===== src/rtl/riscv_multicycle_core.sv =====
// Multi-cycle RV32 subset core (lw/sw/add/sub/and/or/slt/addi/beq/jal) on one shared memory port.
// Define RISCV_PERF_CNT_EN to add the cycle_cnt/instret_cnt performance counters.
module riscv_multicycle_core #(
  parameter int unsigned           WORD_WIDTH     = 32,
  parameter int unsigned           REG_ADDR_WIDTH = 5,
  parameter logic [WORD_WIDTH-1:0] RESET_PC       = '0,
  parameter int unsigned           CNT_WIDTH      = 32
) (
  input  logic                      clk,
  input  logic                      rst,
  output logic                      mem_req,
  output logic                      mem_we,
  output logic [WORD_WIDTH-1:0]     mem_addr,
  output logic [WORD_WIDTH-1:0]     mem_wdata,
  input  logic [WORD_WIDTH-1:0]     mem_rdata,
  input  logic                      mem_ready,
  output logic [WORD_WIDTH-1:0]     pc,
  output logic [2:0]                state,
  output logic                      rf_wr_en,
  output logic [REG_ADDR_WIDTH-1:0] rf_wr_addr,
  output logic [WORD_WIDTH-1:0]     rf_wr_data,
  output logic                      instr_retired,
  output logic                      halted
`ifdef RISCV_PERF_CNT_EN
  ,
  output logic [CNT_WIDTH-1:0]      cycle_cnt,
  output logic [CNT_WIDTH-1:0]      instret_cnt
`endif
);

  localparam int unsigned NumRegs = 2 ** REG_ADDR_WIDTH;

  typedef enum logic [2:0] {
    StFetch  = 3'd0,
    StDecode = 3'd1,
    StExec   = 3'd2,
    StMem    = 3'd3,
    StWb     = 3'd4,
    StHalt   = 3'd7
  } state_e;

  state_e                  state_q, state_d;
  logic [WORD_WIDTH-1:0]   pc_q, pc_d, a_q, a_d, b_q, b_d, imm_q, imm_d;
  logic [WORD_WIDTH-1:0]   alu_q, alu_d, mdr_q, mdr_d;
  logic [31:0]             ir_q, ir_d;
  logic                    halted_q, halted_d;
  logic [WORD_WIDTH-1:0]   regs_q [NumRegs];
  logic [WORD_WIDTH-1:0]   regs_d [NumRegs];

  logic [6:0]              opcode, funct7;
  logic [2:0]              funct3;
  logic [REG_ADDR_WIDTH-1:0] rs1, rs2, rd;
  logic                    is_lw, is_sw, is_r, is_addi, is_beq, is_jal, legal;
  logic [WORD_WIDTH-1:0]   rs1_val, rs2_val, imm_sel, alu_res;

  assign opcode  = ir_q[6:0];
  assign funct3  = ir_q[14:12];
  assign funct7  = ir_q[31:25];
  assign rd      = ir_q[7 +: REG_ADDR_WIDTH];
  assign rs1     = ir_q[15 +: REG_ADDR_WIDTH];
  assign rs2     = ir_q[20 +: REG_ADDR_WIDTH];
  assign is_lw   = (opcode == 7'h03) && (funct3 == 3'b010);
  assign is_sw   = (opcode == 7'h23) && (funct3 == 3'b010);
  assign is_addi = (opcode == 7'h13) && (funct3 == 3'b000);
  assign is_beq  = (opcode == 7'h63) && (funct3 == 3'b000);
  assign is_jal  = (opcode == 7'h6f);
  assign is_r    = (opcode == 7'h33) &&
                   (((funct7 == 7'h00) && (funct3 inside {3'b000, 3'b111, 3'b110, 3'b010})) ||
                    ((funct7 == 7'h20) && (funct3 == 3'b000)));
  assign legal   = is_lw | is_sw | is_addi | is_beq | is_jal | is_r;

  assign rs1_val = (rs1 == '0) ? '0 : regs_q[rs1];
  assign rs2_val = (rs2 == '0) ? '0 : regs_q[rs2];

  always_comb begin
    if (is_sw) begin
      imm_sel = WORD_WIDTH'($signed({ir_q[31:25], ir_q[11:7]}));
    end else if (is_beq) begin
      imm_sel = WORD_WIDTH'($signed({ir_q[31], ir_q[7], ir_q[30:25], ir_q[11:8], 1'b0}));
    end else if (is_jal) begin
      imm_sel = WORD_WIDTH'($signed({ir_q[31], ir_q[19:12], ir_q[20], ir_q[30:21], 1'b0}));
    end else begin
      imm_sel = WORD_WIDTH'($signed(ir_q[31:20]));
    end
  end

  // jal reuses the ALU result register to carry the link address into WB.
  always_comb begin
    alu_res = a_q + imm_q;
    if (is_jal) begin
      alu_res = pc_q + WORD_WIDTH'(4);
    end else if (is_r) begin
      unique case (funct3)
        3'b000:  alu_res = funct7[5] ? (a_q - b_q) : (a_q + b_q);
        3'b111:  alu_res = a_q & b_q;
        3'b110:  alu_res = a_q | b_q;
        3'b010:  alu_res = WORD_WIDTH'($signed(a_q) < $signed(b_q));
        default: alu_res = a_q + b_q;
      endcase
    end
  end

  always_comb begin
    state_d       = state_q;
    pc_d          = pc_q;
    ir_d          = ir_q;
    a_d           = a_q;
    b_d           = b_q;
    imm_d         = imm_q;
    alu_d         = alu_q;
    mdr_d         = mdr_q;
    halted_d      = halted_q;
    mem_req       = 1'b0;
    mem_we        = 1'b0;
    mem_addr      = alu_q;
    mem_wdata     = b_q;
    rf_wr_en      = 1'b0;
    rf_wr_addr    = rd;
    rf_wr_data    = is_lw ? mdr_q : alu_q;
    instr_retired = 1'b0;
    case (state_q)
      StFetch: begin
        mem_req  = 1'b1;
        mem_addr = pc_q;
        if (mem_ready) begin
          ir_d    = mem_rdata[31:0];
          state_d = StDecode;
        end
      end
      StDecode: begin
        a_d   = rs1_val;
        b_d   = rs2_val;
        imm_d = imm_sel;
        if (legal) begin
          state_d = StExec;
        end else begin
          state_d  = StHalt;
          halted_d = 1'b1;
        end
      end
      StExec: begin
        if (is_beq) begin
          pc_d          = (a_q == b_q) ? (pc_q + imm_q) : (pc_q + WORD_WIDTH'(4));
          instr_retired = 1'b1;
          state_d       = StFetch;
        end else begin
          alu_d   = alu_res;
          state_d = (is_lw || is_sw) ? StMem : StWb;
        end
      end
      StMem: begin
        mem_req = 1'b1;
        mem_we  = is_sw;
        if (mem_ready) begin
          if (is_sw) begin
            pc_d          = pc_q + WORD_WIDTH'(4);
            instr_retired = 1'b1;
            state_d       = StFetch;
          end else begin
            mdr_d   = mem_rdata;
            state_d = StWb;
          end
        end
      end
      StWb: begin
        rf_wr_en      = (rd != '0);
        instr_retired = 1'b1;
        pc_d          = is_jal ? (pc_q + imm_q) : (pc_q + WORD_WIDTH'(4));
        state_d       = StFetch;
      end
      StHalt: ;
      default: begin
        state_d  = StHalt;
        halted_d = 1'b1;
      end
    endcase
    if (rst) begin
      mem_req       = 1'b0;
      mem_we        = 1'b0;
      rf_wr_en      = 1'b0;
      instr_retired = 1'b0;
    end
  end

  always_comb begin
    regs_d = regs_q;
    if (rf_wr_en) begin
      regs_d[rf_wr_addr] = rf_wr_data;
    end
  end

  always_ff @(posedge clk) begin
    if (rst) begin
      state_q  <= StFetch;
      pc_q     <= RESET_PC;
      ir_q     <= '0;
      a_q      <= '0;
      b_q      <= '0;
      imm_q    <= '0;
      alu_q    <= '0;
      mdr_q    <= '0;
      halted_q <= 1'b0;
      for (int i = 0; i < NumRegs; i++) begin
        regs_q[i] <= '0;
      end
    end else begin
      state_q  <= state_d;
      pc_q     <= pc_d;
      ir_q     <= ir_d;
      a_q      <= a_d;
      b_q      <= b_d;
      imm_q    <= imm_d;
      alu_q    <= alu_d;
      mdr_q    <= mdr_d;
      halted_q <= halted_d;
      regs_q   <= regs_d;
    end
  end

  assign pc     = pc_q;
  assign state  = state_q;
  assign halted = halted_q;

`ifdef RISCV_PERF_CNT_EN
  logic [CNT_WIDTH-1:0] cycle_cnt_q, cycle_cnt_d, instret_cnt_q, instret_cnt_d;

  always_comb begin
    cycle_cnt_d   = cycle_cnt_q;
    instret_cnt_d = instret_cnt_q;
    if (state_q != StHalt) begin
      cycle_cnt_d = cycle_cnt_q + CNT_WIDTH'(1);
    end
    if (instr_retired) begin
      instret_cnt_d = instret_cnt_q + CNT_WIDTH'(1);
    end
  end

  always_ff @(posedge clk) begin
    if (rst) begin
      cycle_cnt_q   <= '0;
      instret_cnt_q <= '0;
    end else begin
      cycle_cnt_q   <= cycle_cnt_d;
      instret_cnt_q <= instret_cnt_d;
    end
  end

  assign cycle_cnt   = cycle_cnt_q;
  assign instret_cnt = instret_cnt_q;
`endif

endmodule


===== config.mk =====
export PLATFORM = sky130hd
export DESIGN_NAME = riscv_multicycle_core
export DESIGN_NICKNAME = d
export VERILOG_FILES = /design/src/rtl/riscv_multicycle_core.sv
export SDC_FILE = /design/constraint.sdc
export NUM_CORES = 2
export LEC_CHECK = 0
export CORE_AREA = 5 5 322 324
export DETAILED_ROUTE_END_ITERATION = 16
export DIE_AREA = 0 0 327 329
export PLACE_DENSITY = 0.86
export SETUP_SLACK_MARGIN = 0.4
export SLEW_MARGIN = 20
export SYNTH_ARGS = -nofsm -noshare
export SYNTH_HDL_FRONTEND = slang
export SYNTH_SLANG_ARGS = --single-unit

===== constraint.sdc =====
create_clock -name clk -period 5.2 [get_ports clk]
set_input_delay 1.04 -clock clk [delete_from_list [all_inputs] [get_ports clk]]
set_output_delay 1.04 -clock clk [all_outputs]
set_load 0.03 [all_outputs]

# Word-level counts from Yosys, hierarchy flattened
# Cells that the tools add are included.
# op_classes
add_sub_neg	5
n_bitwise	14
reduce_logical	26
order_cmp	5
muxes	46
eq_ne	21
# op_table
cell	count
$bwmux 1024	1
$mux 32	17
$bmux 32 s5	2
$demux 32 s5	1
$pmux 32 s4	1
$add 32x32->32	3
$pmux 32 s3	1
$mux 20	3
$add 32x3->32 const B	1
$and 32x32->32	1
$eq 32x32->1	1
$lt 32x32->1	1
$or 32x32->32	1
$sub 32x32->32	1
$eq 7x6->1 const B	3
$ge 6x6->1 const B	3
$mux 3	6
$not 5->6	3
$pmux 3 s6	1
$eq 7x7->1 const B	2
$eq 3x3->1 const B	4
$mux 1	11
$logic_not 5->1	2
$ne 2x2->1 const B	5
21 further kinds	42
# totals
inputBits	35
output_inout_bits	141
regBits	1241
elab_cells	158

# Logic depth before layout (Yosys ltp)
# depth
word_depth	9
ltp_mapped	14
depth_no_buf	13

# Worst setup path before layout
# Ideal clock, no wire load.
# synth_timing
kind	in2out
start	input rst
end	output mem_req
slack_ns	1.473
t_required_ns	4.160
t_arrival_ns	2.687
cell_stages	6
cell_sequence	clkbuf_1 -> clkbuf_1 -> clkbuf_1 -> clkbuf_1 -> clkbuf_1 -> nor3_1
# synth_between
elab_chain_cells	1
# synth_lines
element	line	rtl
start, declared	10	input logic rst,
$mux 1	177	if (rst) begin
end, declared	11	output logic mem_req,
# Every way passes these cells.

# Final worst setup path
# layout_timing
start	register ir_q[13]
end	output instr_retired
# layout_between
elab_chain_cells	6
word_cells_on_any_way	9
cone_classes	eq/ne (1); mux (5); reduce/logical (3)
# layout_lines
element	line	rtl
start, declared	45	logic [31:0] ir_q, ir_d;
start signal, assigned	209	ir_q <= ir_d;
$eq 3x2->1	63	assign is_sw = (opcode == 7'h23) && (funct3 == 3'b010);
$logic_and 1x1->1	63	
$mux 1	155	if (is_sw) begin
$mux 1	154	if (mem_ready) begin
$pmux 1 s3 (*)	121	case (state_q)
$mux 1 (*)	177	
end, declared	22	output logic instr_retired,
# Mark *: on every way between the ends. The rest lies on a longest branch, timed or not.

==> key figures <==
Worst setup path
  – R2r setup slk: 1.03 ns
  – Critical-path cell list: buf_6 > or3_2 > nor4b_4 > a21oi_1 > o22a_1 > nor2_1 > clkdlybuf4s50_1
  – Critical Path Stages: 7
  – Critical Path AT: 3.76 ns
  – CP Capture Type: output port
  – CP Launch Type: flip-flop
  – CP max stage delay: 0.72 ns
  – CP Max Fanout: 29
  – Top delay family on crit path: simple AND/OR/NAND/NOR gates
  – Kind of critical path: reg2out
  – Worst setup endpoint: instr_retired
  – Data required, critical path: 4.16 ns
  – R2R Path Start: imm_q[2]
  – Critical R2R Capture: alu_q[26]
  – Buf+Inv Stages, Crit Path: 2
  – Reg2Reg Depth: 11
  – Setup crit start: ir_q[13]
  – CP max-delay cell: or3_2

Clocking
  – Clock Sinks: 1,241
  – H-tree Lvls: 3
  – CTS root buf: clkbuf_16
  – Clk slew on worst S/H paths: 0.06 ns
  – CTS hold repair buffers: 0
  – CTS Buffer Depth: 3
  – Clock Latency Late Sink: 0.75 ns
  – CTS tree: built
  – TritonCTS buffer count: 121

Pwr
  – Cell area power density: 297 mW/mm²
  – Leak pwr: 23.8 nW
  – Worst vdd ir: 0.330 mV

Die
  – Core ar.: 0.101 mm²
  – Top Ports: 176
  – Die ar.: 0.108 mm²
  – Row count: 117
  – Starting Density: 0.670
  – Die W: 327 µm
  – Chip height: 329 µm

Timing
  – Final slew viol count: 0
  – Final period util: 0.923
  – RSZ-0062 raised after global routing: yes
  – Final setup TNS: 0 ns
  – Crit path time final: 4.80 ns
  – Final setup viols: 0
  – Final hold violations: 0
  – FMAX: 208 MHz
  – Final Skew: 0.0317 ns
  – Worst-Margin Slew: 1.36 ns
  – Slew Limit Headroom: 0.0875

Placed design
  – Post-detail-place hpwl: 171 mm
  – # placed instances: 8,042
  – Routability cong.: 1.16
  – PortBufs: 175

GRT
  – First-pass GRT wire length: 390 mm
  – Remaining global-route overflow: 0
  – Largest net degree at the start of global routing: 235
  – All-Layer GR Usage: 0.483
  – Initial antenna violation count: 10
  – Vias in the first global route: 60,600

Worst hold path
  – Hold_sp: ir_q[0]
  – Hold crit path type: reg2reg

Drt
  – Routed Antenna Nets: 0
  – Initial drt markers: 10,600
  – Pre-antenna DRT Iters: 11
  – Drc violations: 0
  – Vias per cell: 7.59
  – Vias: 62,900
  – WL/cell: 32.4 µm
  – WL final: 269 mm

Finish
  – P&R area growth vs syn: 11.0%
  – Fin nets: 7,066
  – Finished Layout Cells: 8,284
  – Layout cells sized above 1: 0.159

Synthesis
  – Area contributors post-synth: dfxtp_1, mux4_2, a211oi_1, nor2_1, ha_1
  – Syn Inst Count: 7,119
  – Syn avg cell area: 9.50 µm²
  – Biggest area consumer among synthesized cells: dfxtp_1
  – Post-Synthesis Cell Area: 0.0676 mm²
  – Yosys warnings: 0
  – Syn nets: 7,326
  – Post-synth EDFFs: 0
  – #FFs+latches synth: 1,241
  – Synth top area share: 0.367
  – Register area share after synthesis: 0.367
  – Yosys cell types: 80
  – Dominant synthesized flop cell: dfxtp_1
  – FFs w/ async S/R, synth: 0

Flow run
  – Max cap viols: 0

Run status
  – Status: completed
## per-stage QoR
step            util  setup WS (ns)  hold slack (ns)  instance area, µm²  power, mW
2_1_floorplan      -           1.47            0.436               67600       11.7
3_3_place_gp   0.700          0.900            0.461               70600       12.7
3_5_place_dp   0.700          0.861            0.464               70600       12.7
4_1_cts        0.744          0.416            0.472               75000       22.1
5_1_grt        0.744          0.349            0.499               75000       22.8
6_report       0.744          0.402            0.478               75100       22.3
## power by group
group	internal [mW]	switching, mW	leakage [nW]
sequential	9.59	0.307	10.0
clock	5.64	4.05	2.14
combinational	0.900	1.85	11.7
total	16.1	6.20	23.8
## how the worst min path moves through the flow
stage,to,slack (ns),depth (start not counted)
final,ir_q[0],0.48,2
after global routing,regs_q[994],0.50,1
after CTS,ir_q[25],0.47,2
after detailed placement,ir_q[25],0.46,2
after global placement,ir_q[25],0.46,2
after floorplan,mdr_q[0],0.44,2
## cell type report
class	instances	area, µm²
multi-input cells	4965	39800
fillers	6713	25800
flip-flops and latches	1241	24900
repair buffers	359	3660
clock buffers	177	3630
well taps	1309	1640
clock inverters	53	746
inverters	171	642
diodes	9	22.5
## cells by family after synthesis
group | synth area share
muxes | 0.209
xor gates and xnor gates | 0.0130
AOI/OAI and AO/OA | 0.205
adders and majority gates | 0.0323
DFF | 0.367
buffers and inverters | 0.0537
and+or+nand+nor | 0.120
## flip-flops by register name (all words and copies together), names as in the netlist, 21 cells and up
signal     count
ir_q          32
regs_q      1024
pc            32
mdr_q         32
a_q           32
mem_wdata     32
alu_q         32
imm_q         21
## cells in the mapped netlist, types with 17 or more instances
master / instances
xnor2_1: 69
inv_1: 171
a21oi_1: 340
o22ai_1: 49
nor2_1: 1247
and3_1: 25
clkbuf_1: 541
a211oi_1: 1040
o21ai_0: 150
nor4_1: 21
dfxtp_1: 1241
or3_1: 17
mux2_2: 86
buf_2: 135
nand2b_1: 32
nor2b_1: 50
a21o_1: 49
ha_1: 168
a221oi_1: 66
xor2_1: 31
o221ai_1: 54
a31oi_1: 25
mux2i_1: 193
o211ai_1: 34
o21bai_1: 21
buf_1: 57
nor3_1: 65
nand3_1: 95
nand2_1: 306
mux4_2: 498
## what timing repair did
action / CTS / global route
pin swaps: 1 / 1
setup buffers: 2 / 0
setup endpoints to repair: 27 / 3
gates resized for setup: 7 / 2
hold endpoints to repair: 0 / 0
## worst register-to-register path: cells and delay by family, from the launching register on
| family | cells | cell delay [ns] |
|---|---|---|
| fa+ha+maj | 1 | 0.34 |
| compound gates | 9 | 3.07 |
| simple gates | 1 | 0.15 |
| flops | 1 | 0.48 |
## placed cells by master, fill, tap and decap left out, types with 65 or more instances in the layout
| cell | n |
|---|---|
| xnor2_1 | 69 |
| a21oi_1 | 340 |
| clkdlybuf4s50_1 | 172 |
| o21ai_0 | 150 |
| mux2_2 | 86 |
| mux4_2 | 498 |
| nand3_1 | 95 |
| buf_4 | 137 |
| nor2_1 | 1231 |
| a221oi_1 | 65 |
| nand2_1 | 305 |
| mux2i_1 | 161 |
| ha_1 | 168 |
| dfxtp_1 | 1230 |
| a211oi_1 | 1040 |
| clkbuf_16 | 125 |
| inv_1 | 170 |
## layer usage
| layer | wire, µm | part of all wire | vias up | global-route usage |
|---|---|---|---|---|
| met1 | 88200 | 0.33 | 29800 | 0.568 |
| met3 | 39700 | 0.15 | 1593 | 0.179 |
| li1 | - | - | 26100 | - |
| met2 | 112000 | 0.42 | 5378 | 0.700 |
| met5 | 34 | 0.00013 | - | 0 |
| met4 | 28500 | 0.11 | 6 | 0.411 |
Power figures use the tool's default switching activity.
